File: config.mk
export PLATFORM = sky130hd
export DESIGN_NAME = datamem_arbiter
export DESIGN_NICKNAME = d
export VERILOG_FILES = /design/src/rtl/datamem_arbiter.sv
export SDC_FILE = /design/constraint.sdc
export NUM_CORES = 1
export LEC_CHECK = 0
export BUFFER_PORTS_ARGS = -buffer_cell sky130_fd_sc_hd__clkbuf_2
export CAP_MARGIN = 20
export CORE_ASPECT_RATIO = 0.9
export CORE_MARGIN = 1
export CORE_UTILIZATION = 41
export DETAILED_ROUTE_END_ITERATION = 12
export GPL_TIMING_DRIVEN = 0
export PLACE_DENSITY = 0.8
export SKIP_LAST_GASP = 1
export SYNTH_ARGS = -nofsm -noshare
export SYNTH_HDL_FRONTEND = slang
export SYNTH_SLANG_ARGS = --single-unit
File: constraint.sdc
create_clock -name clk -period 2.5 [get_ports clk]
set_input_delay 0.5 -clock clk [delete_from_list [all_inputs] [get_ports clk]]
set_output_delay 0.5 -clock clk [all_outputs]
set_load 0.02 [all_outputs]
File: src/rtl/datamem_arbiter.sv
// datamem_arbiter
//   Shares one single-port, word-addressed data memory between requester A
//   (core load/store) and requester B (DMA / float side port). Round-robin on
//   ties, with an optional lock so one side can hold the memory for an atomic
//   read-modify-write. A lock that outlives LOCK_MAX cycles is forcibly
//   released and flagged with a one-cycle lock_timeout pulse.
//
// Ports
//   clk, reset               system clock, synchronous active-low reset
//   a_* / b_*                per-requester request, payload, grant and
//                            registered read response (rvalid pulse + rdata)
//   mem_*                    combinational drive to / read data from memory
//   lock_timeout             one-cycle pulse after a forced lock release
//
// State  | meaning
// -------+------------------------------------------------------------
// IDLE   | no owner; single requester wins, ties go to non-last-winner
// LOCKED_A | A owns the memory; only A may be granted
// LOCKED_B | B owns the memory; only B may be granted
module datamem_arbiter #(
  parameter int ADDR_W   = 16,
  parameter int DATA_W   = 16,
  parameter int LOCK_MAX = 8
) (
  input  logic              clk,
  input  logic              reset,
  input  logic              a_req,
  input  logic              a_we,
  input  logic [ADDR_W-1:0] a_addr,
  input  logic [DATA_W-1:0] a_wdata,
  input  logic              a_lock,
  output logic              a_gnt,
  output logic              a_rvalid,
  output logic [DATA_W-1:0] a_rdata,
  input  logic              b_req,
  input  logic              b_we,
  input  logic [ADDR_W-1:0] b_addr,
  input  logic [DATA_W-1:0] b_wdata,
  input  logic              b_lock,
  output logic              b_gnt,
  output logic              b_rvalid,
  output logic [DATA_W-1:0] b_rdata,
  output logic [ADDR_W-1:0] mem_address,
  output logic              mem_write_enable,
  output logic              mem_read_enable,
  output logic [DATA_W-1:0] mem_write_data,
  input  logic [DATA_W-1:0] mem_read_data,
  output logic              lock_timeout
);

  localparam int CNT_W = (LOCK_MAX > 2) ? $clog2(LOCK_MAX) : 1;
  // Down-counter loaded on lock entry; reaching zero marks the last
  // permitted locked cycle.
  localparam logic [CNT_W-1:0] CNT_LOAD = CNT_W'(LOCK_MAX - 1);

  typedef enum logic [1:0] {
    IDLE     = 2'd0,
    LOCKED_A = 2'd1,
    LOCKED_B = 2'd2
  } state_t;

  state_t           state, state_nxt;
  logic             last_b, last_b_nxt;   // 1 = B won the most recent grant
  logic [CNT_W-1:0] lock_cnt, lock_cnt_nxt;
  logic             timeout_nxt;

  // State register
  always_ff @(posedge clk) begin
    if (!reset) begin
      state    <= IDLE;
      last_b   <= 1'b1;
      lock_cnt <= '0;
    end else begin
      state    <= state_nxt;
      last_b   <= last_b_nxt;
      lock_cnt <= lock_cnt_nxt;
    end
  end

  // Next-state logic
  always_comb begin
    state_nxt    = state;
    last_b_nxt   = last_b;
    lock_cnt_nxt = lock_cnt;
    timeout_nxt  = 1'b0;
    if (a_gnt) last_b_nxt = 1'b0;
    else if (b_gnt) last_b_nxt = 1'b1;
    case (state)
      IDLE: begin
        if (a_gnt && a_lock) begin
          state_nxt    = LOCKED_A;
          lock_cnt_nxt = CNT_LOAD;
        end else if (b_gnt && b_lock) begin
          state_nxt    = LOCKED_B;
          lock_cnt_nxt = CNT_LOAD;
        end
      end
      LOCKED_A: begin
        // A releasing grant takes priority over an expiring counter.
        if (a_gnt && !a_lock) begin
          state_nxt = IDLE;
        end else if (lock_cnt == '0) begin
          state_nxt   = IDLE;
          timeout_nxt = 1'b1;
          last_b_nxt  = 1'b0;
        end else begin
          lock_cnt_nxt = lock_cnt - 1'b1;
        end
      end
      LOCKED_B: begin
        if (b_gnt && !b_lock) begin
          state_nxt = IDLE;
        end else if (lock_cnt == '0) begin
          state_nxt   = IDLE;
          timeout_nxt = 1'b1;
          last_b_nxt  = 1'b1;
        end else begin
          lock_cnt_nxt = lock_cnt - 1'b1;
        end
      end
      default: state_nxt = IDLE;
    endcase
  end

  // Output logic: grants and memory drive
  always_comb begin
    a_gnt            = 1'b0;
    b_gnt            = 1'b0;
    mem_address      = '0;
    mem_write_data   = '0;
    mem_write_enable = 1'b0;
    mem_read_enable  = 1'b0;
    if (reset) begin
      case (state)
        IDLE: begin
          if (a_req && (!b_req || last_b)) a_gnt = 1'b1;
          else if (b_req)                  b_gnt = 1'b1;
        end
        LOCKED_A: a_gnt = a_req;
        LOCKED_B: b_gnt = b_req;
        default: ;
      endcase
    end
    if (a_gnt) begin
      mem_address      = a_addr;
      mem_write_data   = a_wdata;
      mem_write_enable = a_we;
      mem_read_enable  = ~a_we;
    end else if (b_gnt) begin
      mem_address      = b_addr;
      mem_write_data   = b_wdata;
      mem_write_enable = b_we;
      mem_read_enable  = ~b_we;
    end
  end

  // Read responses and timeout pulse
  always_ff @(posedge clk) begin
    if (!reset) begin
      a_rvalid     <= 1'b0;
      b_rvalid     <= 1'b0;
      a_rdata      <= '0;
      b_rdata      <= '0;
      lock_timeout <= 1'b0;
    end else begin
      a_rvalid     <= a_gnt & ~a_we;
      b_rvalid     <= b_gnt & ~b_we;
      lock_timeout <= timeout_nxt;
      if (a_gnt && !a_we) a_rdata <= mem_read_data;
      if (b_gnt && !b_we) b_rdata <= mem_read_data;
    end
  end

endmodule

==> results_dict.tcl <==
set metrics [dict create \
    dieArea_um2 5860 \
    ys_types 48 \
    path_cells "inv_4 > ha_4 > a21boi_4 > o211ai_1 > buf_4 > a21oi_4 > buf_12 > buf_8 > a22o_1 > clkbuf_8" \
    fillers 428 \
    gr-total-overflow 0 \
    synth-edff-count 0 \
    postSynthCellCount 239 \
    total_power_mw 1.88 \
    drive_gt1_share_pct 54.6 \
    worst_slew_pin_slew_ns 0.516 \
    cp_num_buf_inv 5 \
    fin_ws_ns -0.0102 \
    grt_pass1_wl_um 10900 \
    cts.sinks 41 \
    synth_mux_area_share_pct 7.03 \
    firstDrtPassIters 4 \
    yosys_most_used_dff "dfxtp_1" \
    swShare_pct 31.1 \
    hp-class "in2reg" \
    power_density_nw_per_um2 526 \
    cts_root_buffer "clkbuf_8" \
    synthSimpleGateAreaFrac_pct 15.9 \
    start_kind "flop" \
    viasPerCell 5.45 \
    grt.total_usage_pct 24.2 \
    synth_top_family_by_area "compound AO/OA/AOI/OAI gates" \
    io_pins 159 \
    fp.dieH_um 72.7 \
    r2r_start "state[0]" \
    fin_nets 509 \
    avgSynthCellArea_um2 9.53 \
    cp.arrival_ns 2.01 \
    synth.top_cell.area_share_pct 36.0 \
    multi_input_area_um2 1340 \
    ir_drop_uv 313 \
    mostFrequentLayoutCells "clkbuf_2 (138), dfxtp_1 (39), buf_6 (19), a22o_2 (19), nor2_1 (19)" \
    yosys.area_share.xor_xnor_pct 0 \
    worst_path_max_delay_cell "dfxtp_2" \
    power_switching_uw 586 \
    die_w_um 80.6 \
    initial_core_util_pct 42.8 \
    violations "setup timing" \
    cp_slowest_stage_delay_ns 0.36 \
    final-seq-area_um2 823 \
    io_buffers 157 \
    postSynth.asyncResetShare_pct 0 \
    clk_pin_slew_ns 0.08 \
    synth_area_leaders "dfxtp_1 (36%), a22o_2 (9.2%), mux2i_1 (7.0%), o31ai_1 (5.3%), a22o_1 (4.6%)" \
    cp-startpoint "state[0]" \
    ant_nets 0 \
    max_slew_margin_pct 65.6 \
    final_common_cell "clkbuf_2" \
    min_period_ns 2.51 \
    ys_seq_area_share_pct 36.0 \
    ys.warnings.count 0 \
    max_cap_viol_count 0 \
    p_comb_share_pct 33.1 \
    synth-compound-area-share_pct 30.1 \
    routed_wl_um 7670 \
    grt_max_degree 13 \
    finalHoldViolCount 0 \
    status "finished with violations" \
    row_count 25 \
    wl_per_cell_um 15.9 \
    cts_hold_buf 0 \
    synth_top_area_cell "dfxtp_1" \
    synth.cell_area_um2 2280 \
    grt_pass1_vias 2285 \
    setup_violations 5 \
    fin_hold_ws_ns 0.451 \
    fmax_ghz 0.398 \
    leakagePower_nw 1.84 \
    crit_family "buffers and inverters" \
    seqPwrFrac_pct 37.4 \
    place_hpwl_um 5610 \
    clockBufferDepth 2 \
    power.internal_mw 1.30 \
    first_iter_violations 115 \
    skew_ns 0.00641 \
    antenna_found_initial 0 \
    htreeDepth 2 \
    crit_type "reg2out" \
    fin_crit_sh_pct 100 \
    cts_tree "done" \
    place.gp.congestion 0.854 \
    insertedDiodeCount 0 \
    syn_nets 333 \
    yosys_register_bits 41 \
    drc_errors 0 \
    place_ws_ns 0.00783 \
    clkLatencyLatePin_ns 0.30 \
    rsz0062_at_grt "true" \
    core-area_um2 5320 \
    cp.required_ns 2.00 \
    critPathMaxFanout 10 \
    cts-buffers-inserted 5 \
    finalMaxSlewViolations 0 \
    synthAdderAreaFrac_pct 3.29 \
    power_frac_clock_pct 29.5 \
    end_kind "output port" \
    hold_path_startpoint "mem_read_data[6]" \
    num_vias 2634 \
    area_growth_pct 57.1 \
]
==> final timing paths <==
kind / end / slack (ns) / cells past startpoint
min reg2reg: a_rdata[5] / 0.48 / 2
min: b_rdata[6] / 0.45 / 3
max reg2reg: b_rdata[2] / 0.72 / 8
max: mem_write_data[1] / -0.01 / 10
==> worst register-to-register path: stages (launching register included) <==
cell and delay, ns:
dfxtp_2 0.36, inv_4 0.06, ha_4 0.17, a21boi_4 0.14
o2111ai_1 0.21, buf_4 0.25, buf_6 0.19, mux2i_1 0.22
nor2_1 0.06
==> through the flow <==
stage | utilization, % | TNS [ns] | cells | instance area [µm²]
detailed placement | 59.2 | 0 | 463 | 3150
finish | 67.3 | -0.0385 | 483 | 3580
CTS | 65.0 | -0.104 | 483 | 3460
floorplan | - | 0 | 239 | 2280
global placement | 59.2 | 0 | 463 | 3150
global route | 67.3 | -2.42 | 483 | 3580
==> cells in the mapped netlist (3+ instances only) <==
cell type,n
nor2_1,19
a22o_1,12
a21oi_1,18
buf_6,5
o31ai_1,16
inv_1,9
nand3_1,4
clkbuf_1,7
dfxtp_1,41
buf_2,5
a22o_2,21
nand4_1,16
mux2i_1,16
nand3b_1,3
buf_4,3
ha_1,6
==> per-layer routing <==
layer | vias to the layer above | track usage [%] | wire (µm)
li1 | 1268 | - | -
met1 | 1238 | 27.7 | 3090
met2 | 111 | 43.0 | 3880
met3 | 17 | 5.63 | 518
met4 | 0 | 9.92 | 182
met5 | - | 0 | 0
==> registers in the layout, summed over array words and instances (netlist names) <==
name,count
a_rdata,16
b_rdata,16
lock_cnt,3
state,2
a_rvalid,1
b_rvalid,1
last_b,1
lock_timeout,1
==> power by group through the flow <==
| stage | clock network (mW) | registers (mW) | logic, mW |
|---|---|---|---|
| 2_1_floorplan | 0 | 0.737 | 0.314 |
| 3_3_place_gp | 0 | 0.715 | 0.520 |
| 3_5_place_dp | 0 | 0.717 | 0.529 |
| 4_1_cts | 0.565 | 0.702 | 0.581 |
| 5_1_grt | 0.591 | 0.708 | 0.664 |
| 6_report | 0.556 | 0.705 | 0.624 |
==> repair_timing <==
item	CTS	global route
setup endpoints to repair	34	34
pin swaps	3	4
buffers inserted	12	1
resized for setup	20	54
cloned	1	0
==> area by class of cell <==
| class | instances | share of cell area [%] |
|---|---|---|
| Multi-Input combinational cell | 167 | 37.5 |
| Timing Repair Buffer | 169 | 28.8 |
| Sequential cell | 41 | 23.0 |
| Buffer | 21 | 3.88 |
| Clock buffer | 7 | 2.41 |
| Tap cell | 67 | 2.34 |
| Inverter | 10 | 1.19 |
| Clock inverter | 1 | 0.839 |
==> cells by family after synthesis <==
| group | count (synthesis) |
|---|---|
| multiplexers | 16 |
| adder cells (fa/ha/maj) | 6 |
| flip-flops | 41 |
| buffers and inverters | 31 |
| AND/OR/NAND/NOR | 61 |
| AO/OA/AOI/OAI | 84 |
Power figures use the tool's default switching activity.
